==> src/rtl/id_ex_stage.sv <==
// ID/EX pipeline register with load-use hazard detection, branch flush, downstream
// hold, and saturating bubble/flush performance counters.
module id_ex_stage #(
  parameter int DATA_W = 32,
  parameter int REG_W  = 5,
  parameter int CNT_W  = 16
) (
  input  logic              clk,
  input  logic              reset,
  input  logic              flush,
  input  logic              hold,
  input  logic              id_valid,
  input  logic [REG_W-1:0]  id_rs,
  input  logic [REG_W-1:0]  id_rt,
  input  logic [REG_W-1:0]  id_rd,
  input  logic [DATA_W-1:0] id_rd1,
  input  logic [DATA_W-1:0] id_rd2,
  input  logic [DATA_W-1:0] id_imm,
  input  logic [DATA_W-1:0] id_pc4,
  input  logic [1:0]        id_ALUOp,
  input  logic              id_ALUSrc,
  input  logic              id_RegDst,
  input  logic              id_Branch,
  input  logic              id_MemRead,
  input  logic              id_MemWrite,
  input  logic              id_RegWrite,
  input  logic              id_MemtoReg,
  output logic              hazard_detected,
  output logic              pc_write,
  output logic              ifid_write,
  output logic              ex_valid,
  output logic [1:0]        ex_ALUOp,
  output logic              ex_ALUSrc,
  output logic              ex_RegDst,
  output logic              ex_Branch,
  output logic              ex_MemRead,
  output logic              ex_MemWrite,
  output logic              ex_RegWrite,
  output logic              ex_MemtoReg,
  output logic [REG_W-1:0]  ex_rs,
  output logic [REG_W-1:0]  ex_rt,
  output logic [REG_W-1:0]  ex_rd,
  output logic [DATA_W-1:0] ex_rd1,
  output logic [DATA_W-1:0] ex_rd2,
  output logic [DATA_W-1:0] ex_imm,
  output logic [DATA_W-1:0] ex_pc4,
  output logic [CNT_W-1:0]  bubble_cnt,
  output logic [CNT_W-1:0]  flush_cnt
);

  // Everything the EX register carries, so a bubble is a single all-zero load.
  typedef struct packed {
    logic              valid;
    logic [1:0]        alu_op;
    logic              alu_src;
    logic              reg_dst;
    logic              branch;
    logic              mem_read;
    logic              mem_write;
    logic              reg_write;
    logic              mem_to_reg;
    logic [REG_W-1:0]  rs;
    logic [REG_W-1:0]  rt;
    logic [REG_W-1:0]  rd;
    logic [DATA_W-1:0] rd1;
    logic [DATA_W-1:0] rd2;
    logic [DATA_W-1:0] imm;
    logic [DATA_W-1:0] pc4;
  } ex_reg_t;

  ex_reg_t ex_q, id_d;

  assign id_d = '{valid: id_valid, alu_op: id_ALUOp, alu_src: id_ALUSrc,
                  reg_dst: id_RegDst, branch: id_Branch, mem_read: id_MemRead,
                  mem_write: id_MemWrite, reg_write: id_RegWrite,
                  mem_to_reg: id_MemtoReg, rs: id_rs, rt: id_rt, rd: id_rd,
                  rd1: id_rd1, rd2: id_rd2, imm: id_imm, pc4: id_pc4};

  // $zero is never a real dependency, so a load into r0 never stalls.
  assign hazard_detected = ex_q.valid & ex_q.mem_read & id_valid &
                           (ex_q.rt != '0) &
                           ((ex_q.rt == id_rs) | (ex_q.rt == id_rt));
  assign pc_write   = ~(hazard_detected | hold);
  assign ifid_write = ~(hazard_detected | hold);

  always_ff @(posedge clk) begin
    if (reset) begin
      ex_q       <= '0;
      bubble_cnt <= '0;
      flush_cnt  <= '0;
    end else if (flush) begin
      ex_q <= '0;
      if (id_valid && flush_cnt != '1) flush_cnt <= flush_cnt + 1'b1;
    end else if (hold) begin
      ex_q <= ex_q;
    end else if (hazard_detected) begin
      ex_q <= '0;
      if (bubble_cnt != '1) bubble_cnt <= bubble_cnt + 1'b1;
    end else begin
      ex_q <= id_d;
    end
  end

  assign ex_valid    = ex_q.valid;
  assign ex_ALUOp    = ex_q.alu_op;
  assign ex_ALUSrc   = ex_q.alu_src;
  assign ex_RegDst   = ex_q.reg_dst;
  assign ex_Branch   = ex_q.branch;
  assign ex_MemRead  = ex_q.mem_read;
  assign ex_MemWrite = ex_q.mem_write;
  assign ex_RegWrite = ex_q.reg_write;
  assign ex_MemtoReg = ex_q.mem_to_reg;
  assign ex_rs       = ex_q.rs;
  assign ex_rt       = ex_q.rt;
  assign ex_rd       = ex_q.rd;
  assign ex_rd1      = ex_q.rd1;
  assign ex_rd2      = ex_q.rd2;
  assign ex_imm      = ex_q.imm;
  assign ex_pc4      = ex_q.pc4;

endmodule
==> config.mk <==
export PLATFORM = sky130hd
export DESIGN_NAME = id_ex_stage
export DESIGN_NICKNAME = d
export VERILOG_FILES = /design/src/rtl/id_ex_stage.sv
export SDC_FILE = /design/constraint.sdc
export NUM_CORES = 1
export LEC_CHECK = 0
export ABC_AREA = 1
export BUFFER_PORTS_ARGS = -buffer_cell sky130_fd_sc_hd__clkbuf_2
export CAP_MARGIN = 30
export CORE_MARGIN = 2
export CORE_UTILIZATION = 48
export DETAILED_ROUTE_END_ITERATION = 7
export PLACE_DENSITY = 0.83
export SLEW_MARGIN = 0
export SYNTH_ARGS = -nofsm -noshare
export SYNTH_HDL_FRONTEND = slang
export SYNTH_SLANG_ARGS = --single-unit
==> constraint.sdc <==
create_clock -name clk -period 1.7 [get_ports clk]
set_input_delay 0.085 -clock clk [delete_from_list [all_inputs] [get_ports clk]]
set_output_delay 0.085 -clock clk [all_outputs]
set_load 0.02 [all_outputs]
==> impl_metrics.csv <==
group,metric,value,unit
run_status,status,"finished with violations",
run_status,violations,"negative setup slack",
sta,fin_crit,1.74,ns
critical_path,endpoint_kind,"output port",
cells_and_area,fill_cells,1002,
cts,cts_sinks,185,
routing,drt_iter0_drc,908,
cts,cts_made_buffers,17,
global_route,grtUsageTotal,33.4,%
critical_path,path_class,"register to output port",
yosys,synth.yosys.seq_area_share,46.2,%
cells_and_area,nets,1705,
power,p_per_area,795,mW/mm^2
run,cap_violations,0,
cells_and_area,layout_common_cells,"clkbuf_2, nand2_1, dfxtp_1",
yosys,synth.top_cells.by_area,"dfxtp_1, nand2_1, a21oi_1, nand3_2, nand3_1",
routing,remaining_drc_errors,0,
worst_hold_path,hold_path.class,"input pin to register",
cells_and_area,layout-drive-gt1-share,35.5,%
cells_and_area,num_antenna_cells,0,
yosys,ys_ff_latch,185,
routing,first_pass_iters,5,
global_route,grt_pass1_vias,9266,
global_route,grt_overflow,0,
sta,final.setup.worst_slack,-0.0356,ns
cts,h-tree-depth,4,
routing,drt.antenna.violating_nets,0,
placement,routabilityCongestion,0.884,
sta,rsz0062_at_grt,"yes",
power,p_total,10.1,mW
die,die_height,133,um
sta,period_share,102,%
yosys,mappedNetlistNets,1200,
cells_and_area,final_util,76.9,%
sta,relSlewSlack,59.5,%
critical_path,crit_fanout,6,
yosys,synth_edf_count,0,
sta,tightest_slew,0.607,ns
die,rows,47,
cts,cts_buffer_depth,2,
yosys,ys_types,28,
sta,setup_viol,11,
power,peakVddDrop,654,uV
routing,routed_via_density,5.58,
yosys,synth_top_area_share,46.2,%
cts,clkSlewWorstSetupHoldPaths,0.08,ns
die,core,0.0165,mm^2
cts,cts_tree,"built",
critical_path,start_kind,"register",
sta,fmax,576,MHz
placement,dp_cells,1569,
cts,clock_tree.root_cell,"clkbuf_16",
critical_path,arrival,1.65,ns
yosys,ys_warn_count,0,
sta,maxSlewViolCount,0,
placement,dpl.hpwl,16700,um
cells_and_area,syn_to_final_growth,57.7,%
die,dieArea,0.0178,mm^2
global_route,antenna_found_initial,0,
sta,hold_viol,0,
sta,fin_skew,0.0121,ns
routing,wirelength,32600,um
placement,portBuffers,344,
global_route,grt_max_degree,97,
yosys,synthCells,1041,
yosys,async_flop_share,0,%
yosys,synth_ff_type,"dfxtp_1",
critical_path,cp.required,1.62,ns
global_route,grt_pass1_wl,47600,um
die,start_util,48.7,%
placement,dpl_cell_area,0.0100,mm^2
cells_and_area,layout_commonest_cell,"clkbuf_2",
die,die_x,133,um
routing,detail_route.wl_per_cell,18.3,um
cells_and_area,fin_cells,1779,
routing,vias,9919,
yosys,yosysTopAreaCell,"dfxtp_1",
die,ioPinCount,345,
cells_and_area,fin_area,0.0127,mm^2
power,leakage,5.68,nW
yosys,syn_avg_cell_area,7.71,um^2
cts,clk_latency,0.43,ns
yosys,syn_area,0.00802,mm^2
-- area by class of cell --
class / instances / area, um^2 / area share (%)
clock buffers: 19 / 443 / 3.50
clock inverters: 13 / 156 / 1.24
inverters: 53 / 211 / 1.67
multi-input cells: 733 / 3870 / 30.6
flip-flops and latches: 185 / 3730 / 29.4
well taps: 220 / 275 / 2.17
repair buffers: 556 / 3980 / 31.4
-- registers in the layout (all words and copies together), names as in the netlist, 2 cells and up --
| signal | count |
|---|---|
| bubble_cnt | 16 |
| ex_ALUOp | 2 |
| ex_imm | 32 |
| ex_pc4 | 32 |
| ex_rd | 5 |
| ex_rd1 | 32 |
| ex_rd2 | 32 |
| ex_rs | 5 |
| ex_rt | 5 |
| flush_cnt | 16 |
-- where the power goes --
group	internal (mW)	leakage (nW)	switching, mW	total [mW]
combinational	0.658	3.89	0.783	1.44
sequential	4.44	1.51	0.0797	4.52
clock	2.25	0.281	1.84	4.09
-- routing by layer --
| metal | vias to the layer above | GRT usage [%] | wire (um) |
|---|---|---|---|
| li1 | 4450 | - | - |
| met1 | 4565 | 38.6 | 11800 |
| met2 | 731 | 56.3 | 15900 |
| met3 | 173 | 9.06 | 3010 |
| met4 | 0 | 18.4 | 1830 |
| met5 | - | 0 | 0 |
-- synthesized netlist by cell type (5+ instances only) --
cell type and n:
clkbuf_1 34, inv_1 45, nand2_1 269, inv_2 6, dfxtp_1 185, xor2_1 16, a21oi_1 163, nand3_1 107
buf_1 8, nand4_1 15, buf_2 21, nor2_1 71, nor3_1 5, o21ai_0 5, nand3_2 62, buf_12 7
-- kinds of logic (layout without fill, tap and decap cells) --
| logic type | Yosys count | after routing | synth area share (%) |
|---|---|---|---|
| adder cells (fa/ha/maj) | 2 | 2 | 0.312 |
| AND/OR/NAND/NOR | 537 | 541 | 32.7 |
| buffers and inverters | 127 | 641 | 7.97 |
| XOR/XNOR | 20 | 20 | 2.18 |
| flip-flops | 185 | 185 | 46.2 |
| AO/OA/AOI/OAI | 170 | 170 | 10.7 |
-- worst max-delay path: stages (launching register included) --
cell and delay (ns):
dfxtp_4 0.37, nor2_2 0.09, nand4_1 0.13, nand4_1 0.15
inv_2 0.07, nand2_8 0.09, inv_6 0.03, nor2_4 0.14
buf_6 0.14
-- repair_timing --
action                     in CTS  in global routing
buffers inserted                9                  8
pin swaps                       6                 13
gates resized for setup        16                 56
cloned                          1                  7
hold endpoints to repair      158                  0
setup endpoints to repair      10                168
hold buffers                  154                  0
-- final timing paths --
| kind | slack, ns | to | start | cells past startpoint |
|---|---|---|---|---|
| setup / recovery | -0.04 | pc_write | ex_rt[0]$_SDFFE_PP0N_ | 8 |
| hold / removal | 0.20 | ex_pc4[2]$_SDFFE_PP0N_ | hold | 4 |
| setup reg to reg | -0.03 | ex_imm[1]$_SDFFE_PP0N_ | ex_rt[0]$_SDFFE_PP0N_ | 10 |
| hold reg to reg | 0.47 | ex_imm[16]$_SDFFE_PP0N_ | ex_imm[16]$_SDFFE_PP0N_ | 2 |
-- through the flow --
stage	setup WS (ns)	hold slack (ns)	setup TNS [ns]
6_report	-0.0356	0.202	-0.197
5_1_grt	-0.157	0.213	-11.48
4_1_cts	-0.0676	0.152	-0.907
3_5_place_dp	-0.108	0.336	-0.360
3_3_place_gp	-0.0385	0.331	-0.0745
2_1_floorplan	-0.0246	0.229	-0.0246
Note: power is estimated with default switching activity, not from simulation.
